File: config.mk
export PLATFORM = sky130hd
export DESIGN_NAME = cnt_ctrl_flat
export DESIGN_NICKNAME = d
export VERILOG_FILES = /design/src/rtl/cnt_pkg.sv /design/src/rtl/cnt_ctrl_if.sv /design/src/rtl/cnt_ctrl_chk.sv /design/src/rtl/cnt_ctrl.sv /design/src/flat_wrapper.sv
export SDC_FILE = /design/constraint.sdc
export NUM_CORES = 1
export LEC_CHECK = 0
export CORE_ASPECT_RATIO = 0.6
export CORE_MARGIN = 2
export CORE_UTILIZATION = 44
export DETAILED_ROUTE_END_ITERATION = 6
export PLACE_DENSITY = 0.79
export SLEW_MARGIN = 10
export SYNTH_ARGS = -nofsm -noshare
export SYNTH_HDL_FRONTEND = slang
export SYNTH_HIERARCHICAL = 1
export SYNTH_SLANG_ARGS = --single-unit
File: constraint.sdc
create_clock -name clk -period 1.8 [get_ports clk]
set_clock_uncertainty 0.15 [all_clocks]
set_input_delay 0.27 -clock clk [delete_from_list [all_inputs] [get_ports clk]]
set_output_delay 0.27 -clock clk [all_outputs]
set_load 0.03 [all_outputs]
File: src/rtl/cnt_pkg.sv
// rtl/cnt_pkg.sv - shared state encoding and default widths for the counter sequencer
package cnt_pkg;

  typedef enum logic [1:0] {
    IDLE = 2'd0,
    LOAD = 2'd1,
    RUN  = 2'd2,
    DONE = 2'd3
  } cnt_ctrl_state_e;

  localparam int CNT_WIDTH  = 4;
  localparam int CNT_TWIDTH = 8;

endpackage

File: src/rtl/cnt_ctrl_if.sv
// rtl/cnt_ctrl_if.sv - command handshake and run-result bundle between sequencer and cnt_ctrl
interface cnt_ctrl_if #(
  parameter int WIDTH  = cnt_pkg::CNT_WIDTH,
  parameter int TWIDTH = cnt_pkg::CNT_TWIDTH
) ();

  logic              cmd_valid;
  logic              cmd_ready;
  logic [WIDTH-1:0]  cmd_load;
  logic              cmd_down;
  logic [TWIDTH-1:0] cmd_ticks;
  logic              done;
  logic [7:0]        hits;
  logic              err;

  modport master (
    output cmd_valid, cmd_load, cmd_down, cmd_ticks,
    input  cmd_ready, done, hits, err
  );

  modport slave (
    input  cmd_valid, cmd_load, cmd_down, cmd_ticks,
    output cmd_ready, done, hits, err
  );

endinterface

File: src/rtl/cnt_ctrl_chk.sv
// rtl/cnt_ctrl_chk.sv - shadow prediction of the counter value and consistency compare
import cnt_pkg::*;

module cnt_ctrl_chk #(
  parameter int WIDTH = CNT_WIDTH
) (
  input  logic            clk,
  input  logic            rstn,
  input  cnt_ctrl_state_e state,
  input  logic [WIDTH-1:0] load_val,
  input  logic            down,
  input  logic [WIDTH-1:0] cnt_count,
  input  logic            cnt_rollover,
  output logic            mismatch
);

  logic [WIDTH-1:0] pred;

  always_ff @(posedge clk or negedge rstn) begin
    if (!rstn) begin
      pred <= '0;
    end else if (state == LOAD) begin
      pred <= load_val;
    end else if (state == RUN) begin
      pred <= down ? pred - 1'b1 : pred + 1'b1;
    end
  end

  // Rollover consistency is meaningful in every state; the value compare only once loaded.
  assign mismatch = (((state == RUN) || (state == DONE)) && (cnt_count != pred)) ||
                    (cnt_rollover != (&cnt_count));

endmodule

File: src/rtl/cnt_ctrl.sv
// rtl/cnt_ctrl.sv - load/step/done sequencer for the up/down counter, all-ones hit counter
// Optional shadow checker built when CNT_CTRL_CHECK_EN is defined; otherwise err is constant 0.
import cnt_pkg::*;

module cnt_ctrl #(
  parameter int WIDTH  = CNT_WIDTH,
  parameter int TWIDTH = CNT_TWIDTH
) (
  input  logic             clk,
  input  logic             rstn,
  cnt_ctrl_if.slave        cmd,
  output logic [WIDTH-1:0] cnt_load,
  output logic             cnt_load_en,
  output logic             cnt_down,
  input  logic [WIDTH-1:0] cnt_count,
  input  logic             cnt_rollover
);

  cnt_ctrl_state_e   state;
  logic [WIDTH-1:0]  load_q;
  logic              down_q;
  logic [TWIDTH-1:0] ticks_q;
  logic              done_q;
  logic [7:0]        hits_q;
  logic              err_q;
  logic              accept;

  assign accept = (state == IDLE) && cmd.cmd_valid;

  always_ff @(posedge clk or negedge rstn) begin
    if (!rstn) begin
      state   <= IDLE;
      load_q  <= '0;
      down_q  <= 1'b0;
      ticks_q <= '0;
      done_q  <= 1'b0;
      hits_q  <= '0;
    end else begin
      done_q <= 1'b0;
      case (state)
        IDLE: begin
          if (accept) begin
            load_q  <= cmd.cmd_load;
            down_q  <= cmd.cmd_down;
            ticks_q <= cmd.cmd_ticks;
            hits_q  <= '0;
            state   <= LOAD;
          end
        end
        LOAD: begin
          if (ticks_q != '0) begin
            state <= RUN;
          end else begin
            state  <= DONE;
            done_q <= 1'b1;
          end
        end
        RUN: begin
          ticks_q <= ticks_q - 1'b1;
          if (ticks_q == TWIDTH'(1)) begin
            state  <= DONE;
            done_q <= 1'b1;
          end
        end
        DONE: state <= IDLE;
        default: state <= IDLE;
      endcase
      if (((state == RUN) || (state == DONE)) && cnt_rollover && (hits_q != 8'hFF)) begin
        hits_q <= hits_q + 8'd1;
      end
    end
  end

  // Outside LOAD and RUN the counter is frozen by reloading its own output.
  assign cnt_load_en = (state != RUN);
  assign cnt_load    = (state == LOAD) ? load_q : cnt_count;
  assign cnt_down    = (state == RUN) ? down_q : 1'b0;

`ifdef CNT_CTRL_CHECK_EN
  logic chk_mismatch;

  cnt_ctrl_chk #(.WIDTH(WIDTH)) u_chk (
    .clk          (clk),
    .rstn         (rstn),
    .state        (state),
    .load_val     (load_q),
    .down         (down_q),
    .cnt_count    (cnt_count),
    .cnt_rollover (cnt_rollover),
    .mismatch     (chk_mismatch)
  );

  always_ff @(posedge clk or negedge rstn) begin
    if (!rstn) begin
      err_q <= 1'b0;
    end else if (accept) begin
      err_q <= 1'b0;
    end else if (chk_mismatch) begin
      err_q <= 1'b1;
    end
  end
`else
  assign err_q = 1'b0;
`endif

  assign cmd.cmd_ready = (state == IDLE);
  assign cmd.done      = done_q;
  assign cmd.hits      = hits_q;
  assign cmd.err       = err_q;

endmodule
File: src/flat_wrapper.sv
// flat-port wrapper written by rule: the top's interface ports become plain ports
module cnt_ctrl_flat 
#(
  parameter int WIDTH  = CNT_WIDTH,
  parameter int TWIDTH = CNT_TWIDTH
)
  (clk, rstn, cnt_load, cnt_load_en, cnt_down, cnt_count, cnt_rollover, cmd_cmd_valid, cmd_cmd_load, cmd_cmd_down, cmd_cmd_ticks, cmd_cmd_ready, cmd_done, cmd_hits, cmd_err);
  cnt_ctrl_if #(.WIDTH(WIDTH), .TWIDTH(TWIDTH)) cmd_i ();
  input  logic clk;
  input  logic rstn;
  output logic [WIDTH-1:0] cnt_load;
  output logic cnt_load_en;
  output logic cnt_down;
  input  logic [WIDTH-1:0] cnt_count;
  input  logic cnt_rollover;
  input wire logic [$bits(cmd_i.cmd_valid)-1:0] cmd_cmd_valid;
  input wire logic [$bits(cmd_i.cmd_load)-1:0] cmd_cmd_load;
  input wire logic [$bits(cmd_i.cmd_down)-1:0] cmd_cmd_down;
  input wire logic [$bits(cmd_i.cmd_ticks)-1:0] cmd_cmd_ticks;
  output wire logic [$bits(cmd_i.cmd_ready)-1:0] cmd_cmd_ready;
  output wire logic [$bits(cmd_i.done)-1:0] cmd_done;
  output wire logic [$bits(cmd_i.hits)-1:0] cmd_hits;
  output wire logic [$bits(cmd_i.err)-1:0] cmd_err;
  assign cmd_i.cmd_valid = cmd_cmd_valid;
  assign cmd_i.cmd_load = cmd_cmd_load;
  assign cmd_i.cmd_down = cmd_cmd_down;
  assign cmd_i.cmd_ticks = cmd_cmd_ticks;
  assign cmd_cmd_ready = cmd_i.cmd_ready;
  assign cmd_done = cmd_i.done;
  assign cmd_hits = cmd_i.hits;
  assign cmd_err = cmd_i.err;
  cnt_ctrl #(.WIDTH(WIDTH), .TWIDTH(TWIDTH)) u_core (.clk(clk), .rstn(rstn), .cmd(cmd_i), .cnt_load(cnt_load), .cnt_load_en(cnt_load_en), .cnt_down(cnt_down), .cnt_count(cnt_count), .cnt_rollover(cnt_rollover));
endmodule
* Word-level counts from Yosys, hierarchy flattened
Index checks and enable logic that the tools add are counted.
** Storage, ports and cells
- Flip-flop bits (word level) :: 24
- Input port bits :: 21
- Output and inout port bits :: 17
- Word-level logic and storage cells :: 43
** Operators by class
- Add/subtract/negate cells :: 2
- Equal/unequal tests :: 8
- Multiplexer cells :: 14
- Reduce and logical (&&, ||, !) cells :: 13
** Operators by type and width (count)
- two-way mux 8 bit :: 4
- one-hot mux 8 bit (2 select lines) :: 1
- adder 8 x 1 -> 8 bit, second input constant :: 1
- == test 8 x 1 -> 1 bit, second input constant :: 1
- != test 8 bit, second input constant :: 1
- one-hot mux 2 bit (4 select lines) :: 1
- AND reduction 2 bit :: 4
- nonzero test 8 bit :: 1
- subtractor 8 x 1 -> 8 bit, second input constant :: 1
- nonzero test 2 bit :: 3
- == test 2 bit, second input constant :: 2
- two-way mux 1 bit :: 4
- two-way mux 2 bit :: 2
- two-way mux 4 bit :: 1
- != test 2 x 1 -> 1 bit, second input constant :: 2
- logical AND 1 bit :: 3
- == test 2 x 1 -> 1 bit, second input constant :: 1
- zero test 2 bit :: 1
- != test 2 bit, second input constant :: 1
- one-hot mux 1 bit (2 select lines) :: 1
- logical OR 1 bit :: 1

* Longest topological paths before layout
Gate-level depths: netlist of run 1.
- Depth in word-level cells :: 6
- Gate-level depth with buffers :: 8

* Worst setup path after synthesis of run 1
No wires, ideal clock.
- Kind :: flip-flop to flip-flop
- From :: register u_core.state[0]
- To :: register u_core.load_q[0]
- Arrival time :: 1687 ps
- Required time :: 1522 ps
- Slack :: -165 ps
- Stages on the path, launching flop included :: 6
- Period minus slack after synthesis :: 1965 ps
- Cells stage by stage :: dfrtp_1 -> inv_1 -> ha_1 -> nand2_1 -> buf_2 -> mux2_1
** Between the ends
- Word-level cells in the longest chain between the ends :: 3
** Ends and longest elaborated chain
- start: declaration :: line cnt_ctrl.sv:19 : cnt_ctrl_state_e state;
- start signal: assignment :: line cnt_ctrl.sv:32 : state <= IDLE;
- start signal: assignment :: line cnt_ctrl.sv:47 : state <= LOAD;
- start signal: assignment :: line cnt_ctrl.sv:52 : state <= RUN;
- zero test 2 bit *
- net cmd_cmd_ready :: line flat_wrapper.sv:20 : output wire logic [$bits(cmd_i.cmd_ready)-1:0] cmd_cmd_ready;
- logical AND 1 bit :: line cnt_ctrl.sv:28 : assign accept = (state == IDLE) && cmd.cmd_valid;
- AND reduction 2 bit (no source line) *
- end signal: assignment :: line cnt_ctrl.sv:43 : load_q <= cmd.cmd_load;
- end: declaration :: line cnt_ctrl.sv:20 : logic [WIDTH-1:0] load_q;
The timed path passes the listed nets; every way through them passes the cells marked *.
A chain may end at the register's enable or synchronous reset.

* Worst setup path after layout of run 1
- From :: register u_core.state[0]
- To :: register u_core.state[0]
** Between the ends
- Word-level cells in the longest chain between the ends :: 4
** Ends and longest elaborated chain (line)
- zero test 2 bit :: cnt_ctrl.sv:28, cnt_ctrl.sv:40
- logical AND 1 bit :: cnt_ctrl.sv:28
- != test 2 x 1 -> 1 bit (no source line)
- AND reduction 2 bit (no source line)
Parallel ways exist; a longest one is shown, timed or not.

==> results of run 1 <==
[state kept, by name (all words and copies together) (netlist names)]
register and count:
u_core/cmd.hits 8, u_core/ticks_q 8, u_core/load_q 4, u_core/state 2
u_core/cmd.done 1, u_core/down_q 1
[worst max path at each step]
stage	from	endpoint	slack [ps]
after floorplan	u_core/state[0]	u_core/load_q[0]	-20
after global placement	u_core/state[1]	cnt_load[3]	-250
after global routing	u_core/state[0]	u_core/state[0]	-120
final	u_core/state[0]	u_core/state[0]	-80
after detailed placement	u_core/state[1]	cnt_load[2]	-320
after CTS	u_core/state[1]	cnt_load[2]	-50
[area by class of cell]
class | count | area [um^2] | share of cell area (%)
clock buffers | 4 | 55.1 | 2.41
well taps | 45 | 56.3 | 2.47
repair buffers | 61 | 591 | 25.9
multi-input cells | 121 | 943 | 41.4
flip-flops and latches | 24 | 601 | 26.3
inverters | 6 | 33.8 | 1.48
[worst register-to-register path, cell delays in order, from the launching register on]
cell and delay [ps]:
dfrtp_1 410, buf_6 150, inv_8 60, ha_4 150, buf_12 110, clkinvlp_4 110, buf_6 140, a31o_4 230
a41oi_1 260
[kinds of logic after synthesis]
logic type	Yosys count	share of synthesized area (%)
compound gates	53	23.0
fa+ha+maj	9	7.26
buf+inv	15	5.97
flops	24	38.7
mux	10	7.18
other cells	1	0.242
simple gates	48	17.7
[layer usage]
layer / up-vias / GRT usage, %
li1: 706 / -
met4: 0 / 7.06
met1: 739 / 30.5
met3: 16 / 6.59
met2: 77 / 37.9
met5: - / 0
[power groups by stage]
stage          Clock [mW]  Sequential [mW]  Combinational (mW)
6_report            0.385            0.994                2.49
2_1_floorplan           0            0.980                1.25
4_1_cts             0.382            0.959                2.24
5_1_grt             0.412             1.02                2.62
3_3_place_gp            0            0.946                1.85
3_5_place_dp            0            0.961                1.96
[cells in the final DEF, fill, tap and decap left out, types with 2 or more instances in the layout]
cell type	Yosys	final
mux2_4	0	4
nor2_1	8	8
o22a_1	5	5
nand4_1	5	5
and3_1	2	2
buf_4	1	18
ha_1	9	5
dlygate4sd2_1	0	8
ha_4	0	3
a22o_1	2	2
clkbuf_8	0	4
a31o_1	2	2
inv_1	6	3
nand2_1	7	7
mux2_1	3	3
buf_12	0	2
dfrtp_1	24	24
a31o_2	2	2
clkdlybuf4s50_1	0	21
nand3_1	9	9
o22ai_1	7	7
buf_6	4	12
o21ai_1	3	3
o21ai_0	9	9
a21o_1	3	3
mux2_2	6	2
a21oi_1	14	12
nor3_1	2	2
nand2b_1	3	3
or3_1	4	4
[repair_timing]
item	CTS	global route
setup buffers	4	4
hold buffers	0	0
endpoints found under the setup margin	27	16
pin swaps	2	6
gates resized for setup	57	12
==> summary.md, run 1 <==
| Metric | Value |
|---|---|
| Reg2Reg Capture Point | u_core/state[0] |
| Cell with the most instances after synthesis | dfrtp_1 |
| Power Density | between 1500 and 2000 mW/mm^2 |
| Std-Cell Rows | 16 |
| Gr ovfl total | 0 |
| Power Total | 3.87 mW |
| Required time at the worst-slack endpoint | about 1800 ps |
| DRC Markers | 0 |
| Crit-path leading delay family | buffers and inverters |
| Fin crit share | 105% |
| Comb power frac | between 60 and 70% |
| Vias in the first global route | 1,379 |
| DP Cell Count | about 250 |
| Mapped Nets | 190 |
| Ys Warns | 6 |
| Synth async-reset ratio | 100% |
| CP endpoint kind | flop |
| CTS clk-pin slew, worst paths | about 100 ps |
| Initial antenna violation count | 0 |
| First-pass GRT wire length | 6.98 mm |
| Outcome | complete, but fails checks |
| Clock power share | under 10% |
| Post-Synthesis Cell Area | 0.00155 mm^2 |
| CTS tree | yes |
| WL/cell | 17.9 um |
| Cell taking the most area after synthesis | dfrtp_1 |
| Post-synth top area share | about two fifths |
| Diode count | 0 |
| EDFF count, synth | 0 |
| Met3 wire len | approximately 360 um |
| R2R cell count | 8 |
| Core ar. | 0.00332 mm^2 |
| Chip width | 80.7 um |
| Area Overhead vs Synth | 46.9% |
| Clock Sinks | 24 |
| DR WL met2 | ~2.2 mm |
| Via/cell ratio | just under 6 |
| RD Place Congestion | 0.840 |
| Min Hold Slack | ~190 ps |
| # setup viols final | 10 |
| Chip height | 50.0 um |
| Final number of hold-violating endpoints | 0 |
| Fin crit period | 1880 ps |
| Largest net degree at the start of global routing | 25 |
| Failing checks | negative setup slack |
| Crit path DAT | between 1500 and 2000 ps |
| Nets | around 250 |
| Worst reg2reg setup slack | -80 ps |
| Total Neg Setup Slack | -483 ps |
| Dpl ws | -321 ps |
| Int Pwr | between 2 and 2.5 mW |
| WL final | ~4.7 mm |
| Flop pwr share | about a quarter |
| Syn avg cell area | just under 10 um^2 |
| Worst flop-to-flop path startpoint | u_core/state[0] |
| Top layer in use | met4 |
| Critical path's slowest cell | dfrtp_1 |
| Cell mode on critical path | buf_6 |
| Hold Path Class | in2async |
| Final Util | between 60% and 70% |
| Distinct cells, synth | between 40 and 50 |
| Layout cell share with drive strength beyond 1 | ~29% |
| Leakage | 0.991 nW |
| Post-route cell area | 0.00228 mm^2 |
| RSZ-0062 raised after global routing | true |
| Ports | 38 |
| Post-DRT Antenna Nets | 0 |
| Max_cap viols | 0 |
| Fmax | 531 MHz |
| CTS root buf | clkbuf_8 |
| Htree depth | 1 |
| Fillers | around 250 |
| Synth area leaders | dfrtp_1 39%, ha_1 7.3%, a21oi_1 4.5% |
| Hpwl dp | ~3.0 mm |
| Commonest cells in the netlist | 24 x dfrtp_1, 14 x a21oi_1, 9 x ha_1, 9 x nand3_1, 9 x o21ai_0 |
| Clock Latency Late Sink | approximately 280 ps |
| Synth Flop Type | dfrtp_1 |
| Setup Crit Path Kind | reg2reg |
| Routed via count | approximately 1,500 |
| #FFs+latches synth | 24 |
| Crit path buffers/inverters | 5 |
| Die ar. | roughly 0.0040 mm^2 |
| Total CTS buffers | 3 |
| Total track usage | 23.4% |
| Clk buf depth | 2 |
| Mapped Cells | 160 |
| Crit path max fanout | 4 |
| Worst VDD drop | roughly 0.0011 V |
| Share of the yosys chip area belonging to registers | 38.7% |
| 1st-pass router iterations | 6 |
| Startpoint types | flop |
| Initial DRC count | between 150 and 200 |
| Setup WS post-layout | -84.7 ps |
| Starting Density | between 40% and 50% |
| CP peak stage delay | just over 400 ps |
| WL met1 | 1.99 mm |
| Net Sw Frac | 44.0% |
| Worst path depth | 8 |
| Port bufs | 36 |
| Crit-path cells | buf_6 -> inv_8 -> ha_4 -> buf_12 -> clkinvlp_4 -> buf_6 -> a31o_4 -> a41oi_1 |
| Placed cell area | roughly 0.0020 mm^2 |
| Psw | roughly 1.7 mW |
| Slew Limit Fails | 0 |
| Final non-filler cell total | around 260 |
No activity file was read; power rests on OpenSTA's default activity.
==> run 2, diff against run 1 <==
Clock period 1.8 ns to 1.6 ns, I/O delays scaled along.
==> run 2 against run 1 <==
The run still ends with negative setup slack left. Highest routed layer unchanged. Flip-flop and latch count is the same. Non-clock buffer count grew 25. Sequential power grew 16%. Hold slack lost 4.6 ps. Clock power grew 11%. Combinational power grew 63%. Critical path type unchanged. Global-route usage grew 9.9 points.
==> summary.md, run 2 (same netlist as run 1, synthesis figures left out) <==
| Metric | Value |
|---|---|
| Outcome | complete, but fails checks |
| Failing checks | negative setup slack |
| Initial antenna violation count | 0 (unchanged) |
| CTS clk-pin slew, worst paths | 90 ps (about the same) |
| # setup viols final | 31 (+21) |
| Starting Density | 46.7% (unchanged) |
| Final Util | 82.3% (+14 points) |
| Diode count | 0 (unchanged) |
| Port bufs | 36 (unchanged) |
| Fillers | 179 (-27%) |
| Gr ovfl total | 0 (unchanged) |
| CTS root buf | clkbuf_8 |
| First-pass GRT wire length | 9.76 mm (+40%) |
| Via/cell ratio | 6.50 (+10%) |
| Initial DRC count | 188 (+18%) |
| Hold Path Class | in2async |
| Startpoint types | flop |
| Placed cell area | 0.00215 mm^2 (+5.7%) |
| Routed via count | 1,885 (+23%) |
| Std-Cell Rows | 16 (unchanged) |
| Vias in the first global route | 1,839 (+33%) |
| Htree depth | 1 (unchanged) |
| Commonest non-fill, non-tap cell in the layout | buf_4 |
| Largest net degree at the start of global routing | 25 (unchanged) |
| Clock Sinks | 24 (unchanged) |
| Die ar. | 0.00403 mm^2 (unchanged) |
| Fin crit share | 122% (+17 points) |
| RSZ-0062 raised after global routing | true |
| Total track usage | 33.3% (+9.9 points) |
| Power Total | 5.62 mW (+45%) |
| Clock Latency Late Sink | 280 ps (about the same) |
| Setup Crit Path Kind | reg2reg |
| WL final | 6.91 mm (+48%) |
| Hpwl dp | 3.05 mm (+0.47%) |
| Worst VDD drop | 0.00118 V (+13%) |
| Required time at the worst-slack endpoint | 1610 ps (-210 ps) |
| Clk buf depth | 2 (unchanged) |
| Area Overhead vs Synth | 76.4% |
| Chip height | 50.0 um (unchanged) |
| Relative slew slack | a little under three fifths |
| Post-DRT Antenna Nets | 0 (unchanged) |
| Chip width | 80.7 um (unchanged) |
| Min Hold Slack | 190 ps (-4.63 ps) |
| Core ar. | 0.00332 mm^2 (unchanged) |
| 1st-pass router iterations | 5 (-1) |
| Post-route cell area | 0.00274 mm^2 (+20%) |
| Max_cap viols | 0 (unchanged) |
| Nets | 276 (+12%) |
| Total CTS buffers | 3 (unchanged) |
| RD Place Congestion | 0.840 (about the same) |
| Fin crit period | 1950 ps (+67.9 ps) |
| Setup WS post-layout | -353 ps (-268 ps) |
| DRC Markers | 0 (unchanged) |
| Layout cell share with drive strength beyond 1 | 49.0% (+20 points) |
| Slew Limit Fails | 0 (unchanged) |
| WL/cell | 23.8 um (+33%) |
| CTS tree | yes |
| Leakage | 1.18 nW (+19%) |
| # hold bufs at CTS | 0 (unchanged) |
| Crit path max fanout | 5 (+1) |
| CP endpoint kind | flop |
| Most frequent cells in the layout | 27 x buf_4, 26 x buf_6, 21 x dfrtp_1, 20 x clkdlybuf4s50_1 |
| Final number of hold-violating endpoints | 0 (unchanged) |
| Power Density | 2060 mW/mm^2 (+21%) |
| Worst-Margin Slew | roughly 660 ps |
| Crit path DAT | 1960 ps (+60 ps) |
| Fmax | 512 MHz (-3.5%) |
| Ports | 38 (unchanged) |
run 2: changes by cell type in the layout (fill, tap and decap cells not counted), moves of 5 or more:
cell           previous run  this run
a21oi_1                  12         7
a21oi_2                   1         6
buf_4                    18        27
buf_6                    12        26
clkbuf_2                  0         5
dlygate4sd2_1             8         3
run 2: path summary, 6_finish.rpt:
kind,slack (ps),cells past startpoint,to,start
worst max-delay path,-350,6,u_core/ticks_q[4],u_core/ticks_q[1]
worst min-delay path,190,2,u_core/load_q[2],rstn
worst max register to register,-350,6,u_core/ticks_q[4],u_core/ticks_q[1]
worst min register to register,380,1,u_core/load_q[3],u_core/load_q[3]
max in group asynchronous,840,2,u_core/ticks_q[3],rstn
min in group clk,380,1,u_core/load_q[3],u_core/load_q[3]
run 2: through the flow:
step | setup TNS [ps] | std cells | worst slack, ps
after global placement | -3370 | 254 | -409
after CTS | -4190 | 282 | -226
after floorplan | -385 | 160 | -75.2
after detailed placement | -4360 | 254 | -460
after global routing | -7870 | 290 | -405
final | -6690 | 290 | -353
run 2: cell type report:
type / instances / area, um^2 / share of cell area (%)
timing repair buffer: 86 / 832 / 30.4
sequential: 24 / 604 / 22.1
inverter: 6 / 31.3 / 1.14
tap: 45 / 56.3 / 2.06
clock buffer: 4 / 55.1 / 2.01
multi-input combinational: 125 / 1160 / 42.3
run 2: routing by layer:
layer  up-vias  GRT usage, %  wire (um)
met5         -             0          0
met4         0          16.4        448
met3        54          10.3        700
met2       173          51.0       3090
met1       894          42.7       2670
li1        764             -          -
run 2: timing repair:
item	CTS	global route
pin swaps	18	20
gates cloned	4	0
gates resized for setup	82	40
buffers inserted	23	11
endpoints found under the setup margin	38	37
run 2: worst max-delay path, cell delays in order (launching register included):
cell and delay, ps:
dfrtp_1 400, inv_1 220, ha_1 270, nor3b_1 490
nand3_2 120, o21ai_1 90, a21oi_1 110
run 2: power breakdown:
group / internal, mW / switching (mW)
clock network: 0.221 / 0.206
registers: 0.839 / 0.310
logic: 2.06 / 1.99
total: 3.12 / 2.50
